### config.mk
export PLATFORM = sky130hd
export DESIGN_NAME = nios_system_tile_fetcher
export DESIGN_NICKNAME = d
export VERILOG_FILES = /design/src/rtl/nios_system_tile_fetcher.sv
export SDC_FILE = /design/constraint.sdc
export NUM_CORES = 1
export LEC_CHECK = 0
export BUFFER_PORTS_ARGS = -buffer_cell sky130_fd_sc_hd__clkbuf_2
export CORE_MARGIN = 2
export CORE_UTILIZATION = 45
export CTS_CLUSTER_DIAMETER = 100
export CTS_CLUSTER_SIZE = 8
export DETAILED_ROUTE_END_ITERATION = 12
export HOLD_SLACK_MARGIN = 0.15
export PLACE_DENSITY = 0.62
export SYNTH_ARGS = -nofsm -noshare
export SYNTH_HDL_FRONTEND = slang
export SYNTH_SLANG_ARGS = --single-unit
### constraint.sdc
create_clock -name clk -period 8.94 [get_ports clk]
set_clock_uncertainty 0.05 [all_clocks]
set_input_delay 0.894 -clock clk [delete_from_list [all_inputs] [get_ports clk]]
set_output_delay 0.894 -clock clk [all_outputs]
set_load 0.005 [all_outputs]
### src/rtl/nios_system_tile_fetcher.sv
// Burst reader: streams word_count words from a 1-cycle-latency on-chip RAM
// into a small first-word-fall-through buffer feeding a ready/valid consumer.
module nios_system_tile_fetcher #(
    parameter int FIFO_DEPTH = 4,
    parameter int ADDR_W     = 10
) (
    input  logic              clk,
    input  logic              reset,
    input  logic              start,
    input  logic [ADDR_W-1:0] base_addr,
    input  logic [ADDR_W:0]   word_count,
    output logic [ADDR_W-1:0] mem_address,
    output logic              mem_chipselect,
    output logic              mem_write,
    output logic [3:0]        mem_byteenable,
    input  logic [31:0]       mem_readdata,
    output logic [31:0]       out_data,
    output logic              out_valid,
    input  logic              out_ready,
    output logic              busy,
    output logic              done
);

    localparam int PTR_W = (FIFO_DEPTH > 1) ? $clog2(FIFO_DEPTH) : 1;
    localparam int CNT_W = PTR_W + 1;
    localparam logic [CNT_W:0] DEPTH_L = (CNT_W + 1)'(FIFO_DEPTH);

    localparam logic [1:0] S_IDLE  = 2'd0;
    localparam logic [1:0] S_FETCH = 2'd1;
    localparam logic [1:0] S_DRAIN = 2'd2;

    logic [1:0]        state;
    logic [ADDR_W-1:0] next_addr;
    logic [ADDR_W-1:0] last_addr;
    logic [ADDR_W:0]   remaining_issue;
    logic [ADDR_W:0]   remaining_xfer;
    logic              inflight;

    logic [31:0]       fifo_mem [FIFO_DEPTH];
    logic [PTR_W-1:0]  wr_ptr;
    logic [PTR_W-1:0]  rd_ptr;
    logic [CNT_W-1:0]  fifo_count;

    logic              push;
    logic              pop;
    logic              issue;
    logic [CNT_W:0]    occ_next;

    assign mem_write      = 1'b0;
    assign mem_byteenable = 4'b1111;
    assign out_valid      = (fifo_count != '0);
    assign out_data       = out_valid ? fifo_mem[rd_ptr] : '0;
    assign busy           = (state != S_IDLE);

    assign push = inflight;
    assign pop  = out_valid && out_ready;

    // Occupancy after this cycle's returning word lands and any departing word leaves;
    // a new read may be issued only if its word will still fit.
    always_comb begin
        occ_next = {1'b0, fifo_count} + {{CNT_W{1'b0}}, inflight} - {{CNT_W{1'b0}}, pop};
        issue    = (state == S_FETCH) && (remaining_issue != '0) && (occ_next < DEPTH_L);
    end

    assign mem_chipselect = issue;
    assign mem_address    = issue ? next_addr : last_addr;

    always_ff @(posedge clk) begin
        if (reset) begin
            state           <= S_IDLE;
            next_addr       <= '0;
            last_addr       <= '0;
            remaining_issue <= '0;
            remaining_xfer  <= '0;
            inflight        <= 1'b0;
            done            <= 1'b0;
        end else begin
            done     <= 1'b0;
            inflight <= issue;
            case (state)
                S_IDLE: begin
                    if (start) begin
                        if (word_count != '0) begin
                            next_addr       <= base_addr;
                            remaining_issue <= word_count;
                            remaining_xfer  <= word_count;
                            state           <= S_FETCH;
                        end else begin
                            done <= 1'b1;
                        end
                    end
                end
                S_FETCH: begin
                    if (issue && remaining_issue == 1) state <= S_DRAIN;
                end
                S_DRAIN: begin
                    if (pop && remaining_xfer == 1) state <= S_IDLE;
                end
                default: state <= S_IDLE;
            endcase
            if (issue) begin
                next_addr       <= next_addr + 1'b1;
                last_addr       <= next_addr;
                remaining_issue <= remaining_issue - 1'b1;
            end
            if (pop) begin
                remaining_xfer <= remaining_xfer - 1'b1;
                if (remaining_xfer == 1) done <= 1'b1;
            end
        end
    end

    always_ff @(posedge clk) begin
        if (reset) begin
            wr_ptr     <= '0;
            rd_ptr     <= '0;
            fifo_count <= '0;
        end else begin
            if (push) wr_ptr <= wr_ptr + 1'b1;
            if (pop)  rd_ptr <= rd_ptr + 1'b1;
            case ({push, pop})
                2'b10:   fifo_count <= fifo_count + 1'b1;
                2'b01:   fifo_count <= fifo_count - 1'b1;
                default: fifo_count <= fifo_count;
            endcase
        end
    end

    always_ff @(posedge clk) begin
        if (push) fifo_mem[wr_ptr] <= mem_readdata;
    end

endmodule

# Word level (Yosys, flattened, before mapping)

Memory sizes are Yosys's and may differ from the RTL's. A register that Yosys moved wholly into a read port is not among the register bits.
Index checks and enable logic that the tools add are counted.

$add $sub $neg: 9
Order comparisons: 1
Eq/ne operators: 10
Mux-type cells: 26
Reduce and logical (&&, ||, !) cells: 20

Operators with widths:

| cell                                                       | number |
|---|---|
| 2-to-1 mux 11 bit                                          | 5 |
| 2-to-1 mux 10 bit                                          | 5 |
| 2-to-1 mux 32 bit                                          | 1 |
| == test 11 x 1 -> 1 bit, second input constant             | 2 |
| nonzero test 11 bit                                        | 2 |
| subtractor 11 x 1 -> 11 bit, second input constant         | 2 |
| nonzero test 2 bit                                         | 8 |
| 2-to-1 mux 2 bit                                           | 6 |
| adder 10 x 1 -> 10 bit, second input constant              | 1 |
| 2-to-1 mux 1 bit                                           | 7 |
| inequality test 2 bit, second input constant               | 3 |
| one-hot mux 2 bit (3 select lines)                         | 1 |
| one-hot mux 3 bit (2 select lines)                         | 1 |
| AND reduction 3 bit                                        | 2 |
| logical AND 1 bit                                          | 5 |
| adder 2 x 1 -> 2 bit, second input constant                | 2 |
| adder 3 x 1 -> 4 bit                                       | 1 |
| == test 2 x 1 -> 1 bit, second input constant              | 2 |
| == test 2 bit, second input constant                       | 2 |
| less-than comparator 4 x 3 -> 1 bit, second input constant | 1 |
| AND reduction 4 bit                                        | 1 |
| subtractor 4 x 1 -> 4 bit                                  | 1 |
| adder 3 x 1 -> 3 bit, second input constant                | 1 |
| nonzero test 3 bit                                         | 1 |
| other kinds (3)                                            | 3 |

Register bits: 53
Memory bits (writable): 128
Bits of input ports: 57
Output and inout bits: 51
Logic and storage cells: 77
Memories: 1

Memories:

| memory   | words | width | rd ports | clocked after memory_dff | wr ports | RTL line | text |
|---|---|---|---|---|---|---|---|
| fifo_mem | 4     | 32    | 1        | 1                        | 1        | 39       | `logic [31:0] fifo_mem [FIFO_DEPTH];` |

# Depth between registers and ports, before layout

Depth after elaboration: 8
Gate-level depth with buffers: 11
Gate-level depth less buffers: 8

# Worst setup path after synthesis

Ideal clock, no wire load.

Path kind: input-to-output
Start: input out_ready
End: output mem_address[0]
Data arrival time: 3.015 ns
Required time: 7.996 ns
Setup slack: 4.981 ns
Cell stages on the path: 9
Cell sequence: o31a_2 clkbuf_1 nand2_1 ha_1 a21oi_1 or4b_4 a31oi_4 buf_4 mux2_2

Longest elaborated chain between the ends: 5

Ends and longest elaborated chain:

| what                                | RTL line | text |
|---|---|---|
| start, declared                     | 19       | `input logic out_ready,` |
| logical AND 1 bit                   | 56       | `assign pop = out_valid && out_ready;` |
| subtractor 4 x 1 -> 4 bit           | 61       | `occ_next = {1'b0, fifo_count} + {{CNT_W{1'b0}}, inflight} - {{CNT_W{1'b0}}, pop};` |
| less-than comparator 4 x 3 -> 1 bit | 62       | `issue = (state == S_FETCH) && (remaining_issue != '0) && (occ_next < DEPTH_L);` |
| logical AND 1 bit                   | 62       |  |
| 2-to-1 mux 10 bit                   | -        |  |
| end, declared                       | 12       | `output logic [ADDR_W-1:0] mem_address,` |

No other way between the ends.

# Worst setup path in the final report

Start: input out_ready
End: output mem_address[1]

Same word-level chain as after synthesis.

==> results.sh <==
export IMPL_p_per_area_mw_per_mm2=271
export IMPL_synth_area_per_cell_um2=14.0
export IMPL_ir_worst_vdd_mv=0.166
export IMPL_finalSetupViolations=0
export IMPL_hpwl_um=10000
export IMPL_drt_iter0_markers=303
export IMPL_antenna_left=0
export IMPL_wl_met2_um=8040
export IMPL_seq_area_frac_synth_pct=62.9
export IMPL_worstMarginPinSlew_ps=906
export IMPL_hold_slack_ps=417
export IMPL_gp_congestion=0.806
export IMPL_most_common_layout_cells="edfxtp_1 (128), clkbuf_2 (102), dfxtp_1 (53)"
export IMPL_syn2layout_area_growth_pct=15.5
export IMPL_outcome="complete, no violations"
export IMPL_slew_violations=0
export IMPL_numPortBuffers=102
export IMPL_crit_type="primary input to output port"
export IMPL_antenna_found_initial=0
export IMPL_netSwitchingPower_uw=741
export IMPL_cp_top_family="buffers and inverters"
export IMPL_ctsHoldBuffers=0
export IMPL_crit_arrival_ps=3520
export IMPL_cp_num_buf_inv=3
export IMPL_dieHeight_um=136
export IMPL_wl_per_cell_um=17.6
export IMPL_drtPass1Iterations=4
export IMPL_drive_gt1_share_pct=29.2
export IMPL_die_x_um=136
export IMPL_cp_common_cell="clkbuf_2"
export IMPL_clock_latency_ps=420
export IMPL_antenna_cells=0
export IMPL_ys_warn_count=0
export IMPL_cp_required_ps=8000
export IMPL_grtUsageTotal_pct=17.9
export IMPL_p_leak_nw=3.20
export IMPL_min_period_ps=4460
export IMPL_dieArea_mm2=0.0185
export IMPL_p_int_mw=1.72
export IMPL_max_freq_mhz=224
export IMPL_ys_ff_latch=183
export IMPL_relSlewSlack_pct=39.6
export IMPL_p_comb_share_pct=28.7
export IMPL_slowest_delay_ps=540
export IMPL_end_kind="output port"
export IMPL_start_util_pct=45.7
export IMPL_clockPowerShare_pct=28.8
export IMPL_cts_buffers=17
export IMPL_cts_sinks=183
export IMPL_syn_area_mm2=0.00786
export IMPL_yosysTopAreaCellShare_pct=48.9
export IMPL_root_buffer="clkbuf_16"
export IMPL_rows=48
export IMPL_clockBufferDepth=2
export IMPL_yosys_area_top_type="edfxtp_1"
export IMPL_wl_met3_um=979
export IMPL_routed_via_count=4931
export IMPL_async_reset_ff_share_pct=0
export IMPL_synth_edf_count=128
export IMPL_wirelength_um=15700
export IMPL_power_frac_seq_pct=42.5
export IMPL_vias_per_cell=5.54
export IMPL_cts_tree="done"
export IMPL_grt_ovfl_total=0
export IMPL_core_mm2=0.0172
export IMPL_yosys_top_cells_area="edfxtp_1 (49%), dfxtp_1 (14%), mux4_2 (9.2%)"
export IMPL_htreeDepth=4
export IMPL_synth_cell_types=55
export IMPL_hold_viol=0
export IMPL_cp_cell_sequence="clkbuf_2 -> o31a_2 -> nand2_1 -> ha_1 -> a21oi_1 -> or4b_4 -> a31oi_4 -> buf_4 -> mux2_2 -> clkbuf_2"
export IMPL_post_cts_resized=0
export IMPL_post_cts_setup_buffer_count=0
export IMPL_fin_tns_setup_ps=0
export IMPL_ys_flop_type="edfxtp_1"
export IMPL_drc=0
export IMPL_rsz0062_at_grt="false"
export IMPL_grt_pass1_wl_um=25300
export IMPL_io_pins=108
export IMPL_layout_commonest_cell="edfxtp_1"
export IMPL_wl_met1_um=6510
export IMPL_path_max_fanout=60
export IMPL_top_layer_used="met4"
export IMPL_clk_pin_slew_ps=60
export IMPL_finalNetCount=724
export IMPL_grt_max_degree=61
export IMPL_power_switching_share_pct=30.1
export IMPL_startpoint_type="primary input"
export IMPL_syn_instance_count=562
export IMPL_grt_pass1_vias=5030
export IMPL_holdCritPathClass="flip-flop to flip-flop"
export IMPL_drv_cap=0
export IMPL_critPathSlowestCell="or4b_4"
export IMPL_post_route_period_util_pct=49.9
state kept, by name, indices dropped and copies added, names as in the netlist, named ones only:
register,cells
remaining_issue,11
rd_ptr,2
state,2
fifo_mem,128
wr_ptr,2
next_addr,10
fifo_count,3
last_addr,10
done,1
remaining_xfer,11
inflight,1
cell usage after synthesis, types with 2 or more instances:
| cell | n |
|---|---|
| xnor2_1 | 3 |
| and2_1 | 20 |
| buf_2 | 2 |
| o211ai_1 | 2 |
| nand3_1 | 11 |
| nor3b_1 | 4 |
| nor4_1 | 5 |
| a21oi_1 | 13 |
| nor2_1 | 34 |
| a32o_1 | 4 |
| a31o_2 | 2 |
| buf_6 | 3 |
| a22oi_1 | 3 |
| mux2_2 | 11 |
| nor3_1 | 21 |
| a311o_1 | 2 |
| mux2i_1 | 3 |
| a211oi_1 | 9 |
| a22o_1 | 3 |
| o221ai_1 | 2 |
| conb_1 | 2 |
| inv_1 | 21 |
| dfxtp_1 | 55 |
| nand3b_1 | 2 |
| ha_1 | 11 |
| nand2b_1 | 3 |
| nand2_1 | 27 |
| and3_1 | 3 |
| or2_2 | 2 |
| a2111oi_0 | 4 |
| buf_4 | 7 |
| o21ai_0 | 4 |
| or3_1 | 2 |
| mux4_2 | 32 |
| a32oi_1 | 6 |
| a41o_1 | 3 |
| clkbuf_1 | 20 |
| edfxtp_1 | 128 |
| nand4_1 | 6 |
| buf_1 | 4 |
| a221o_1 | 6 |
| a31oi_1 | 9 |
| nor2b_1 | 36 |
through the flow:
stage / area (um2) / power, mW / util (%) / instances / setup WS, ps
after floorplan: 7870 / 1.55 / - / 565 / 4980
after global placement: 8520 / 1.75 / 49.6 / 861 / 4570
after detailed placement: 8520 / 1.78 / 49.6 / 861 / 4510
after CTS: 9080 / 2.49 / 52.8 / 890 / 4500
after global routing: 9080 / 2.61 / 52.8 / 890 / 4350
final: 9080 / 2.46 / 52.8 / 890 / 4480
layer usage:
layer / up-vias / GRT usage, %
met2: 149 / 30.8
li1: 2321 / -
met4: 0 / 4.86
met5: - / 0
met3: 16 / 4.70
met1: 2445 / 22.5
cell type report:
cell class	count	area, um2
clock buffers	18	429
clock inverters	11	125
fillers	1470	8100
inverters	21	78.8
multi-input cells	325	2670
flip-flops and latches	183	4950
well taps	225	282
repair buffers	107	548
worst register-to-register path: stages (launching register included):
cell	delay (ps)
dfxtp_1	460
o31a_2	330
nand2_1	100
ha_1	280
a21oi_1	100
or4b_4	540
a31oi_4	140
buf_4	510
mux2_2	440
and2_1	160
power by group through the flow:
| stage | Sequential [mW] | Clock, mW | Combinational [mW] |
|---|---|---|---|
| global route | 1.05 | 0.761 | 0.790 |
| CTS | 1.04 | 0.726 | 0.720 |
| floorplan | 1.04 | 0 | 0.518 |
| finish | 1.05 | 0.708 | 0.707 |
| detailed placement | 1.06 | 0 | 0.715 |
| global placement | 1.06 | 0 | 0.696 |
kinds of logic (layout without fill, tap and decap cells):
family	Yosys count	in the layout	synth area share, %
buffers and inverters	57	157	3.38
XOR/XNOR	4	4	0.446
AO/OA/AOI/OAI	81	81	8.16
other	2	5	0.0956
multiplexers	46	46	11.1
AND/OR/NAND/NOR	177	177	11.8
flip-flops	183	183	63.0
adder cells (fa/ha/maj)	12	12	2.01
worst paths after layout:
| kind | from | endpoint | slack [ps] | depth (start not counted) |
|---|---|---|---|---|
| worst min register to register | remaining_xfer[8] | remaining_xfer[8] | 420 | 2 |
| worst min-delay path | remaining_xfer[8] | remaining_xfer[8] | 420 | 2 |
| worst max register to register | fifo_count[2] | last_addr[1] | 5730 | 9 |
| worst max-delay path | out_ready | mem_address[1] | 4480 | 10 |
No activity file was read; power rests on OpenSTA's default activity.
